`config.mk`:
```
export PLATFORM = sky130hd
export DESIGN_NAME = complex_alu_unit
export DESIGN_NICKNAME = d
export VERILOG_FILES = /design/src/rtl/complex_alu_pkg.sv /design/src/rtl/complex_alu_unit_mac.sv /design/src/rtl/complex_alu_unit.sv
export SDC_FILE = /design/constraint.sdc
export NUM_CORES = 2
export LEC_CHECK = 0
export ABC_AREA = 1
export ABC_CLOCK_PERIOD_IN_PS = 27400
export CAP_MARGIN = 25
export CORE_ASPECT_RATIO = 1.2
export CORE_MARGIN = 2
export CORE_UTILIZATION = 65
export DETAILED_ROUTE_END_ITERATION = 10
export PLACE_DENSITY = 0.84
export REMOVE_ABC_BUFFERS = 1
export SETUP_SLACK_MARGIN = 0.05
export SLEW_MARGIN = 30
export SYNTH_ARGS = -nofsm -noshare
export SYNTH_HDL_FRONTEND = slang
export SYNTH_SLANG_ARGS = --single-unit
```
`constraint.sdc`:
```
create_clock -name clock -period 27.4 [get_ports clock]
set_input_delay 2.74 -clock clock [delete_from_list [all_inputs] [get_ports clock]]
set_output_delay 2.74 -clock clock [all_outputs]
set_load 0.01 [all_outputs]
```
`src/rtl/complex_alu_pkg.sv`:
```
// complex_alu_pkg: opcodes, FSM state encoding, MAC controls and
// per-opcode product counts shared by the complex ALU unit.
package complex_alu_pkg;

    localparam int W_DEF = 32;

    localparam logic [3:0] OP_A    = 4'b0000;
    localparam logic [3:0] OP_B    = 4'b0001;
    localparam logic [3:0] OP_ADD  = 4'b0010;
    localparam logic [3:0] OP_SUB  = 4'b0011;
    localparam logic [3:0] OP_CMUL = 4'b0100;
    localparam logic [3:0] OP_RMUL = 4'b0110;
    localparam logic [3:0] OP_EQ   = 4'b1000;
    localparam logic [3:0] OP_MODA = 4'b1001;
    localparam logic [3:0] OP_MODB = 4'b1010;

    typedef enum logic [1:0] {
        IDLE = 2'd0,
        EXEC = 2'd1,
        DONE = 2'd2
    } state_t;

    typedef enum logic [1:0] {
        MAC_HOLD = 2'd0,
        MAC_LOAD = 2'd1,
        MAC_ADD  = 2'd2,
        MAC_SUB  = 2'd3
    } mac_op_t;

    // Number of multiplier passes an opcode needs (0 = single-cycle op).
    function automatic logic [2:0] prod_count(input logic [3:0] op);
        case (op)
            OP_CMUL: prod_count = 3'd4;
            OP_RMUL: prod_count = 3'd1;
            OP_MODA: prod_count = 3'd2;
            OP_MODB: prod_count = 3'd2;
            default: prod_count = 3'd0;
        endcase
    endfunction

endpackage

```
`src/rtl/complex_alu_unit_mac.sv`:
```
// signed_mac: one signed WxW product per cycle into a 2W+2 bit
// accumulator with load / add / subtract / clear control.
module signed_mac
    import complex_alu_pkg::*;
#(
    parameter int W = W_DEF
) (
    input  logic           clock,
    input  logic           reset,
    input  logic           clr,
    input  logic [1:0]     mac_op,
    input  logic [W-1:0]   x,
    input  logic [W-1:0]   y,
    output logic [2*W+1:0] acc,
    output logic [2*W+1:0] acc_next
);

    logic signed [2*W-1:0] prod;
    logic [2*W+1:0]        prod_ext;

    assign prod     = $signed(x) * $signed(y);
    assign prod_ext = {{2{prod[2*W-1]}}, prod};

    // Next accumulator value; clear takes priority over the op.
    always_comb begin
        acc_next = acc;
        if (clr) begin
            acc_next = '0;
        end else begin
            case (mac_op)
                MAC_LOAD: acc_next = prod_ext;
                MAC_ADD:  acc_next = acc + prod_ext;
                MAC_SUB:  acc_next = acc - prod_ext;
                default:  acc_next = acc;
            endcase
        end
    end

    // Accumulator register.
    always_ff @(posedge clock or negedge reset) begin
        if (!reset) begin
            acc <= '0;
        end else begin
            acc <= acc_next;
        end
    end

endmodule

```
`src/rtl/complex_alu_unit.sv`:
```
// complex_alu_unit: start/done complex ALU, one shared multiplier.
// Define COMPLEX_ALU_SAT_EN to saturate add/sub/cmul components.
module complex_alu_unit
    import complex_alu_pkg::*;
#(
    parameter int W = W_DEF
) (
    input  logic           clock,
    input  logic           reset,
    input  logic           start,
    input  logic [3:0]     opr,
    input  logic [2*W-1:0] a,
    input  logic [2*W-1:0] b,
    output logic [2*W-1:0] out_alux,
    output logic           done,
    output logic           busy,
    output logic           err
);

    localparam int AW = 2 * W + 2;

`ifdef COMPLEX_ALU_SAT_EN
    localparam bit SAT = 1'b1;
`else
    localparam bit SAT = 1'b0;
`endif

    state_t         state;
    state_t         state_d;
    logic [1:0]     cnt;
    logic [1:0]     cnt_d;
    logic [3:0]     op_q;
    logic [2*W-1:0] a_q;
    logic [2*W-1:0] b_q;
    logic [W-1:0]   hold_q;
    logic [2*W-1:0] out_q;
    logic           err_q;

    logic           accept;
    logic [2:0]     n_new;
    logic [2:0]     n_cur;
    logic           last;

    logic [2*W-1:0] simple_res;
    logic           simple_err;
    logic [2*W-1:0] prod_res;

    mac_op_t        mac_op;
    logic           mac_clr;
    logic [W-1:0]   mx;
    logic [W-1:0]   my;
    logic [AW-1:0]  acc;
    logic [AW-1:0]  acc_next;

    logic [W-1:0]   ar, ai, br, bi;
    logic [W-1:0]   qar, qai, qbr, qbi;

    assign ar  = a[2*W-1:W];
    assign ai  = a[W-1:0];
    assign br  = b[2*W-1:W];
    assign bi  = b[W-1:0];
    assign qar = a_q[2*W-1:W];
    assign qai = a_q[W-1:0];
    assign qbr = b_q[2*W-1:W];
    assign qbi = b_q[W-1:0];

    function automatic logic [AW-1:0] sx(input logic [W-1:0] v);
        return {{(AW-W){v[W-1]}}, v};
    endfunction

    // Narrow a wide signed value to W bits: wrap, or clamp when SAT.
    function automatic logic [W-1:0] fit(input logic [AW-1:0] v);
        logic hi;
        logic lo;
        hi = !v[AW-1] && (|v[AW-2:W-1]);
        lo = v[AW-1] && !(&v[AW-2:W-1]);
        if (SAT && hi) return {1'b0, {(W-1){1'b1}}};
        if (SAT && lo) return {1'b1, {(W-1){1'b0}}};
        return v[W-1:0];
    endfunction

    assign accept = (state == IDLE) && start;
    assign n_new  = prod_count(opr);
    assign n_cur  = prod_count(op_q);
    assign last   = ({1'b0, cnt} + 3'd1) >= n_cur;

    assign out_alux = out_q;
    assign err      = err_q;
    assign done     = (state == DONE);
    assign busy     = (state != IDLE);

    // Single-cycle results, formed straight from the inputs at accept.
    always_comb begin
        simple_res = '0;
        simple_err = 1'b0;
        case (opr)
            OP_A:   simple_res = a;
            OP_B:   simple_res = b;
            OP_ADD: simple_res = {fit(sx(ar) + sx(br)),
                                  fit(sx(ai) + sx(bi))};
            OP_SUB: simple_res = {fit(sx(ar) - sx(br)),
                                  fit(sx(ai) - sx(bi))};
            OP_EQ:  simple_res = {{(2*W-1){1'b0}}, (a == b)};
            OP_CMUL, OP_RMUL,
            OP_MODA, OP_MODB: simple_res = '0;
            default: simple_err = 1'b1;
        endcase
    end

    // Multiplier schedule: which operand pair and MAC op per count.
    always_comb begin
        mac_op  = MAC_HOLD;
        mac_clr = accept;
        mx      = '0;
        my      = '0;
        if (state == EXEC) begin
            case (op_q)
                OP_CMUL: begin
                    unique case (cnt)
                        2'd0: begin mx = qar; my = qbr; mac_op = MAC_LOAD; end
                        2'd1: begin mx = qai; my = qbi; mac_op = MAC_SUB;  end
                        2'd2: begin mx = qar; my = qbi; mac_op = MAC_LOAD; end
                        2'd3: begin mx = qai; my = qbr; mac_op = MAC_ADD;  end
                        default: mac_op = MAC_HOLD;
                    endcase
                end
                OP_RMUL: begin
                    mx = qar; my = qbr; mac_op = MAC_LOAD;
                end
                OP_MODA: begin
                    mx = (cnt == 2'd0) ? qar : qai;
                    my = mx;
                    mac_op = (cnt == 2'd0) ? MAC_LOAD : MAC_ADD;
                end
                OP_MODB: begin
                    mx = (cnt == 2'd0) ? qbr : qbi;
                    my = mx;
                    mac_op = (cnt == 2'd0) ? MAC_LOAD : MAC_ADD;
                end
                default: mac_op = MAC_HOLD;
            endcase
        end
    end

    // Final multi-cycle result, taken from the MAC's next value.
    always_comb begin
        prod_res = '0;
        case (op_q)
            OP_CMUL: prod_res = {hold_q, fit(acc_next)};
            OP_RMUL, OP_MODA,
            OP_MODB: prod_res = acc_next[2*W-1:0];
            default: prod_res = '0;
        endcase
    end

    signed_mac #(
        .W(W)
    ) u_mac (
        .clock    (clock),
        .reset    (reset),
        .clr      (mac_clr),
        .mac_op   (mac_op),
        .x        (mx),
        .y        (my),
        .acc      (acc),
        .acc_next (acc_next)
    );

    // FSM state and product counter registers.
    always_ff @(posedge clock or negedge reset) begin
        if (!reset) begin
            state <= IDLE;
            cnt   <= 2'd0;
        end else begin
            state <= state_d;
            cnt   <= cnt_d;
        end
    end

    // Next state: single-cycle ops skip EXEC and land in DONE.
    always_comb begin
        state_d = state;
        cnt_d   = cnt;
        unique case (state)
            IDLE: begin
                if (start) begin
                    cnt_d   = 2'd0;
                    state_d = (n_new == 3'd0) ? DONE : EXEC;
                end
            end
            EXEC: begin
                if (last) begin
                    state_d = DONE;
                end else begin
                    cnt_d = cnt + 2'd1;
                end
            end
            DONE:    state_d = IDLE;
            default: state_d = IDLE;
        endcase
    end

    // Operand latch, real-part holding register and result/err regs.
    always_ff @(posedge clock or negedge reset) begin
        if (!reset) begin
            op_q   <= 4'd0;
            a_q    <= '0;
            b_q    <= '0;
            hold_q <= '0;
            out_q  <= '0;
            err_q  <= 1'b0;
        end else begin
            if (accept) begin
                op_q  <= opr;
                a_q   <= a;
                b_q   <= b;
                err_q <= simple_err;
                if (n_new == 3'd0) begin
                    out_q <= simple_res;
                end
            end
            if (state == EXEC && op_q == OP_CMUL && cnt == 2'd2) begin
                hold_q <= fit(acc);
            end
            if (state == EXEC && last) begin
                out_q <= prod_res;
            end
        end
    end

endmodule

```
==> run metrics <==
status completed; CP dominant cell by count fa_1; Syn Inst Count 8295; WL/cell between 20 and 30 µm; CTS Hold Bufs 0; synth warn 0; asr flop ratio synth 100.0%; Mapped Area roughly 0.063 mm²; DIE AREA 0.09933 mm²; WL final 279.1 mm; number of synthesized register bits 297; Critical Path Stages 49; commonest cells in the netlist inv_1 (1739), nand2_1 (1560), fa_1 (1085), nor2_1 (1007), o21ai_0 (469); Tot GR Track Use 57.79%; top cells by area, synth fa_1 (35%), dfrtp_1 (12%), inv_1 (10%); clk_lat worst skew 0.65 ns; worst hold path class flip-flop to flip-flop; Top Family by Delay on Critical Path adder cells; Die Span Y about 340 µm; grt ovf 0; R2R setup slack 11.68 ns; Initial Utilization 65.32%; share of cells above drive strength 1 4.679%; largest family of logic cells by synthesized area adder cells; Adder-Cell Fraction of Synth Area 40.88%; Port Buf Inserts 201; r2r endpoint out_alux[62]; mux cell area share after synthesis less than 1%; Worst path max stage delay ~1.1 ns; post-CTS sizing 0; Hold Path Sink out_alux[8]; Tcrit/Tclk final 57.36%; post-route antenna net violation count 0; via count 63470; number of global-route vias before repair 64910; leading area contributor after synthesis fa_1; CP Class flip-flop to flip-flop; clock buffer depth 3; TNS Setup 0 ns; initial antenna violation count 28; CP Launch Type flip-flop; Max Transition Viols Final 0; crit path max fanout 35; clock net sink count between 200 and 300; core box area ~0.096 mm²; DP Wirelength between 200 and 250 mm; TritonRoute pass-1 iters 11; clk root buf clkbuf_16; H-tree depth 1; Max IR drop VDD 0.1504 mV; CP required 27.87 ns; HP Start out_alux[8]; Worst EP arrival 16.19 ns; RePlAce Congestion 1.114; top cell type's share of synthesized area 34.52%; post-placement cell count approximately 9600; drc violations 0; Yosys cell types slightly below 70; Max Cap Violations 0; WP buf/inv 8; DR iter-0 viols 9045; Pwr Density around 60 mW/mm²; P_leak 33.61 nW; fin crit period 15.72 ns; global-route wire length before repair 413.8 mm; Num CTS Buffers 30; area grow syn2layout 7.991%; clk slew on worst S/H paths 0.08 ns; Layout Nets 9895; hold depth 2; Max Clk Rate between 60 and 70 MHz; endpoints failing hold 0; io pins 202; Synth Area in Simple Gates ~19%; CP max stage cell clkinv_1; register area share after synthesis 11.81%; r2r startpoint cnt[0]; DR vias/cell 6.560; depth of the most critical reg-to-reg path just under 50; syn avg cell area 7.586 µm²; count leader, synth inv_1; RSZ-0062 raised after global routing no; Worst-Margin Slew 1.175 ns; number of synthesized flops with an enable pin 0; final setup fails 0; CTS tree yes; critical path endpoint category flip-flop; Die W 288.0 µm; Final Instance Count excl. Fillers 9674; largest net degree at the start of global routing 280; Slew Limit Headroom a little over a fifth; number of setup buffers added after CTS 0; row count 125; compound-gate portion of the synthesized area 12.01%; Post-Synth XOR/XNOR Area 3.279%; clock skew after layout ~0.069 ns; dominant synthesized flop cell dfrtp_1
-- where the power goes --
group / leakage, nW / internal (mW) / switching, mW
registers: 3.81 / 0.556 / 0.189
clock network: 0.517 / 0.249 / 0.208
logic: 29.3 / 0.896 / 2.09
-- placed cells by master (no fill, tap or decap), types with 9 or more instances in the layout --
master	instances
a21oi_1	351
a21o_1	17
nand2_1	1557
xnor2_1	61
nor3_1	66
clkbuf_8	10
inv_1	1730
nor2_1	981
inv_2	27
nor2_4	11
nor4_1	28
o211ai_1	11
and3_1	11
ha_1	320
clkdlybuf4s50_1	200
a211oi_1	26
diode_2	26
o21ai_1	32
a22oi_1	12
nand4_1	62
mux2_2	22
buf_4	117
o221ai_1	68
nand3_1	158
o21bai_1	12
o22ai_1	41
clkinv_1	17
o21a_1	17
nand2_2	21
a221oi_1	87
xor2_1	164
or2_2	24
nor2_2	37
a31oi_1	58
clkbuf_16	30
dfrtp_1	297
a211oi_2	9
o21ai_2	13
o21ai_0	461
fa_1	1084
-- sequential cells by signal, summed over array words and instances (netlist names) --
register   cells
cnt            2
out_alux      64
state          2
hold_q        32
op_q           4
b_q           64
u_mac.acc     64
a_q           64
err            1
-- kinds of logic (layout without fill, tap and decap cells) --
logic type               after synthesis  count (layout)
XOR/XNOR                             230             230
multiplexers                          22              22
flip-flops                           297             297
other                                  0              26
AO/OA/AOI/OAI                       1274            1274
adder cells (fa/ha/maj)             1405            1405
buffers and inverters               2079            2162
AND/OR/NAND/NOR                     2988            2988
-- routing by layer --
metal / track usage, % / part of all wire [%] / up-vias
li1: - / - / 25720
met1: 61.49 / 30 / 29750
met2: 80.76 / 41 / 5777
met3: 31.49 / 16 / 2179
met4: 54.10 / 13 / 34
met5: 5.481 / 0.17 / -
-- worst max path at each step --
stage	startpoint	endpoint	slack, ns
after floorplan	cnt[0]	out_alux[63]	14.03
final	cnt[0]	out_alux[62]	11.68
after detailed placement	op_q[1]	out_alux[62]	12.13
after global placement	op_q[1]	out_alux[62]	12.12
after global routing	cnt[0]	out_alux[62]	11.24
after CTS	op_q[1]	out_alux[62]	12.06
-- layout make-up --
| cell class | count | area [µm²] |
|---|---|---|
| clock buffers | 42 | 895.9 |
| fillers | 7667 | 28380 |
| repair buffers | 330 | 3128 |
| well taps | 1270 | 1589 |
| diodes | 26 | 65.06 |
| clock inverters | 13 | 160.2 |
| inverters | 1777 | 6674 |
| flip-flops and latches | 297 | 7432 |
| multi-input cells | 5919 | 48010 |
-- stage by stage --
step	power (mW)	instance area, µm²	worst slack [ns]	hold slack (ns)	utilization (%)
4_1_cts	3.987	67680	12.06	0.4947	70.25
3_3_place_gp	3.497	66550	12.12	0.4684	69.08
6_report	4.193	67960	11.68	0.5054	70.54
5_1_grt	4.380	67900	11.24	0.5226	70.48
2_1_floorplan	2.415	61780	14.03	0.4530	-
3_5_place_dp	3.518	66620	12.13	0.4788	69.15
-- worst register-to-register path, delay by kind of cell (launching register included) --
family          cells  cell delay (ns)
buf+inv             8             2.86
flops               1             0.47
fa+ha+maj          11             5.25
simple gates       18             4.59
compound gates     10             1.58
xor+xnor            2             0.79
Power figures use the tool's default switching activity.
